### config.mk
export PLATFORM = sky130hd
export DESIGN_NAME = logic_gate_unit
export DESIGN_NICKNAME = d
export VERILOG_FILES = /design/src/rtl/logic_gate_unit.sv
export SDC_FILE = /design/constraint.sdc
export NUM_CORES = 1
export LEC_CHECK = 0
export ABC_CLOCK_PERIOD_IN_PS = 1100
export CAP_MARGIN = 20
export CORE_AREA = 5 5 42 44
export CTS_CLUSTER_SIZE = 10
export DETAILED_ROUTE_END_ITERATION = 8
export DIE_AREA = 0 0 47 49
export SYNTH_ARGS = -nofsm -noshare
export SYNTH_HDL_FRONTEND = slang
export SYNTH_SLANG_ARGS = --single-unit
### constraint.sdc
create_clock -name clk -period 1.1 [get_ports clk]
set_clock_uncertainty 0.05 [all_clocks]
set_input_delay 0.11 -clock clk [delete_from_list [all_inputs] [get_ports clk]]
set_output_delay 0.11 -clock clk [all_outputs]
set_load 0.005 [all_outputs]
### src/rtl/logic_gate_unit.sv
`default_nettype none
// ============================================================================
// Module  : logic_gate_unit
// Brief   : Registered bitwise AND/OR/NOT/NOR/NAND/XOR/XNOR unit. Results are
//           computed by a gate-primitive network and by dataflow, then
//           cross-checked.
// Revision: 1.0 - initial release
// ============================================================================
module logic_gate_unit #(
    parameter int WIDTH = 1
) (
    input  logic             clk,
    input  logic             rst,
    input  logic             in_valid,
    input  logic [WIDTH-1:0] a,
    input  logic [WIDTH-1:0] b,
    input  logic [2:0]       op,
    output logic             out_valid,
    output logic [WIDTH-1:0] y,
    output logic [WIDTH-1:0] y_and,
    output logic [WIDTH-1:0] y_nand,
    output logic             mismatch
);

    localparam logic [2:0] c_OP_AND  = 3'd0;
    localparam logic [2:0] c_OP_OR   = 3'd1;
    localparam logic [2:0] c_OP_NOT  = 3'd2;
    localparam logic [2:0] c_OP_NOR  = 3'd3;
    localparam logic [2:0] c_OP_NAND = 3'd4;
    localparam logic [2:0] c_OP_XOR  = 3'd5;
    localparam logic [2:0] c_OP_XNOR = 3'd6;

    logic [WIDTH-1:0] w_g_and, w_g_or, w_g_not, w_g_nor, w_g_nand, w_g_xor, w_g_xnor;
    logic [WIDTH-1:0] w_d_and, w_d_or, w_d_not, w_d_nor, w_d_nand, w_d_xor, w_d_xnor;
    logic [WIDTH-1:0] w_g_sel, w_d_sel;
    logic             w_mismatch;

    logic             r_out_valid;
    logic [WIDTH-1:0] r_y, r_y_and, r_y_nand;
    logic             r_mismatch;

    // Structural path: one primitive per bit per function
    generate
        for (genvar i = 0; i < WIDTH; i++) begin : g_bit
            and  u_and  (w_g_and[i],  a[i], b[i]);
            or   u_or   (w_g_or[i],   a[i], b[i]);
            not  u_not  (w_g_not[i],  a[i]);
            nor  u_nor  (w_g_nor[i],  a[i], b[i]);
            nand u_nand (w_g_nand[i], a[i], b[i]);
            xor  u_xor  (w_g_xor[i],  a[i], b[i]);
            xnor u_xnor (w_g_xnor[i], a[i], b[i]);
        end
    endgenerate

    assign w_d_and  = a & b;
    assign w_d_or   = a | b;
    assign w_d_not  = ~a;
    assign w_d_nor  = ~(a | b);
    assign w_d_nand = ~(a & b);
    assign w_d_xor  = a ^ b;
    assign w_d_xnor = ~(a ^ b);

    always_comb begin
        w_g_sel = '0;
        w_d_sel = '0;
        case (op)
            c_OP_AND:  begin w_g_sel = w_g_and;  w_d_sel = w_d_and;  end
            c_OP_OR:   begin w_g_sel = w_g_or;   w_d_sel = w_d_or;   end
            c_OP_NOT:  begin w_g_sel = w_g_not;  w_d_sel = w_d_not;  end
            c_OP_NOR:  begin w_g_sel = w_g_nor;  w_d_sel = w_d_nor;  end
            c_OP_NAND: begin w_g_sel = w_g_nand; w_d_sel = w_d_nand; end
            c_OP_XOR:  begin w_g_sel = w_g_xor;  w_d_sel = w_d_xor;  end
            c_OP_XNOR: begin w_g_sel = w_g_xnor; w_d_sel = w_d_xnor; end
            default:   begin w_g_sel = '0;       w_d_sel = '0;       end
        endcase
    end

    assign w_mismatch = |(w_g_sel ^ w_d_sel);

    // Results hold while idle; only the strobe and mismatch drop
    always_ff @(posedge clk) begin
        if (rst) begin
            r_out_valid <= 1'b0;
            r_mismatch  <= 1'b0;
            r_y         <= '0;
            r_y_and     <= '0;
            r_y_nand    <= '0;
        end else begin
            r_out_valid <= in_valid;
            r_mismatch  <= in_valid & w_mismatch;
            if (in_valid) begin
                r_y      <= w_d_sel;
                r_y_and  <= w_d_and;
                r_y_nand <= w_d_nand;
            end
        end
    end

    assign out_valid = r_out_valid;
    assign y         = r_y;
    assign y_and     = r_y_and;
    assign y_nand    = r_y_nand;
    assign mismatch  = r_mismatch;

endmodule
`default_nettype wire

==> flow_summary.toml <==
[status]
result_of_the_run = "complete, no violations"

[synthesis]
synthCells = 28
syn-mean-instance-area_sq_um = 9.205
syn_area_sq_um = 257.7
yosysWarningCount = 0
synth_fa_ha_area_share_pct = 14.56
synth_compound_area_share_pct = 15.05
ys_types = 17
synth_area_in_xor_xnor_pct = 0
postSynthRegisterBits = 5
synth.net_count = 39
synth_top_family_by_area = "simple AND/OR/NAND/NOR gates"
muxShareOfSynthArea_pct = 3.883
post_synth_and_or_nand_nor_area_fraction_pct = 21.84
synth-seq-area-share_pct = 38.83

[global_routing]
grtUsageMet2_pct = 5.882
number_of_antenna_violations_at_the_first_check_in_global_routing = 0
gr-usage-met1_pct = 5.263
grt_first_pass_wirelength_microns = 765
gr-total-overflow = 0
grt_most_used_layer = "met2"
grtUsageTotal_pct = 5.067
largest_net_degree_at_the_start_of_global_routing = 6
met3_usage_pct = 3.690
first_global_vias = 206

[final_layout]
seqCellArea_sq_um = 100.1
mostFrequentLayoutCell = "dlygate4sd2_1"
mostFrequentLayoutCells = "dlygate4sd2_1, dfxtp_1, clkdlybuf4s50_1"
multi_input_comb_area_sq_um = 156.4
area_delta_synth_final_pct = 67.48
fillerInstances = 159
postLayoutCellArea_sq_um = 431.7
insertedDiodeCount = 0
layout.nets = 58
drive_above_1_share_pct = 19.57

[worst_setup_path]
critical_path.reg2reg.startpoint = "y"
setup.worst_path.start = "op[2]"
crit_type = "input port to register"
max_stage_delay_ps = 520
critical_path.cell_chain = "clkdlybuf4s50_1, a21oi_1, a311o_1, a31o_1"
cp_slowest_cell = "clkdlybuf4s50_1"
crit_path_max_fanout = 4
critPathArrivalTime_ps = 1170
critical_path.n_buffers_inverters = 1
critPathCaptureType = "register"
timing.critical_path.max_delay_family = "compound AO/OA/AOI/OAI gates"
worst-r2r-setup-slack_ps = 350
critical_path.startpoint_type = "input port"
critical_path_required_ps = 1180

[route]
post_drt_via_cell_ratio = 3.903
wl_microns = 511
number_of_routed_nets_with_antenna_violations = 0
post-route-drc-count = 0
route.detailed.wl_per_inst_microns = 8.242
dr_total_vias = 242
first_pass_iters = 3
drt_iter0_markers = 5

[die]
io-pin-count = 13
chip_height_microns = 49
start_util_pct = 18.39
dieWidth_microns = 47
rows = 14
die_area_sq_mm = 0.002303
design.core.area_sq_mm = 0.001401

[clock_network]
htree_num_levels = 1
cts_buffers = 3
cts_max_path_buffers = 2
cts_tree = "yes"
cts_root_buf = "clkbuf_4"
worstSkewPairLatency_ps = 240
clock-sinks = 5
clkTransAtPathRegs_ps = 40

[timing]
setup_total_neg_slack_ps = 0
finalMaxSlewViolations = 0
timing.final.crit_share_pct = 98.67
final_hold_viol_count = 0
clock.fmax_ghz = 0.9213
rsz_0062_raised_after_global_routing = "no"
final-setup-viol-count = 0
final_period_minus_worst_setup_slack_ps = 1085

[worst_hold_path]
min_from = "b"
min_path_type = "input port to register"

[power]
worst_ir_drop_vdd_uv = 289.1
p_per_area_mw_per_mm2 = 1142
static-leakage-power_nw = 0.2100

[place]
place.detailed.hpwl_microns = 445
port_buffers = 12
dpl-instance-area_sq_um = 412.9
gp_congestion = 0.6487

[flow_run]
drv_cap = 0
## worst paths after layout
kind | end | depth (start not counted)
max | y | 4
min | y_and | 4
max reg2reg | y | 2
min reg2reg | y_nand | 2
## worst register-to-register path, cell delays in order (launching register included)
cell and delay [ps]:
dfxtp_1 290, nor3b_1 130, a31o_1 180
## layout make-up
class	instances	area share [%]
multi-input combinational	20	36.23
timing repair buffer	14	27.25
sequential	5	23.19
clock buffer	4	6.087
tap	16	4.638
inverter	3	2.609
## through the flow
step	cells	setup slack, ps	power (mW)	hold WS [ps]	util, %
finish	62	14.58	0.4929	223.3	30.80
global route	62	5.775	0.5260	271.4	30.80
CTS	62	13.87	0.5108	337.8	31.61
detailed placement	58	-594.1	0.2989	435.6	29.46
global placement	58	-570.8	0.2975	434.6	29.46
floorplan	28	8.881	0.2341	132.4	-
## routing by layer
metal	up-vias	part of all wire, %
li1	129	-
met5	-	0
met1	102	39
met4	0	0
met2	11	42
met3	0	19
## state kept, by name, indices dropped and copies added, names as in the netlist
| register | count |
|---|---|
| y | 1 |
| y_nand | 1 |
| mismatch | 1 |
| y_and | 1 |
| out_valid | 1 |
## power breakdown
group | leakage [nW] | internal, mW | total, mW | switching [mW]
clock network | 0.0150 | 0.137 | 0.207 | 0.0703
logic | 0.154 | 0.0546 | 0.0896 | 0.0350
registers | 0.0415 | 0.193 | 0.196 | 0.00323
## what timing repair did
item                       in CTS  in global routing
setup endpoints to repair       6                  1
gates resized for setup        13                  2
pin swaps                       2                  0
hold buffers                    0                  0
setup buffers                   0                  0
## logic make-up (layout without fill, tap and decap cells)
logic type / after synthesis / count (layout)
adder cells (fa/ha/maj): 3 / 3
other: 1 / 1
flip-flops: 5 / 5
buffers and inverters: 3 / 21
multiplexers: 1 / 1
AND/OR/NAND/NOR: 10 / 10
AO/OA/AOI/OAI: 5 / 5
## Yosys cell counts
library cell	number	share of area, %
ha_1	3	15
nor2_1	2	2.9
o211ai_1	1	2.9
dfxtp_1	5	39
a21oi_1	1	1.9
nand2b_1	3	7.3
a31o_1	1	3.4
a211oi_1	1	2.9
nand3_1	1	1.9
nor3b_1	1	2.9
or2b_1	1	2.9
nor2b_1	1	2.4
nand2_1	1	1.5
inv_1	3	4.4
a311o_1	1	3.9
mux2i_1	1	3.9
conb_1	1	1.5
Power figures use the tool's default switching activity.
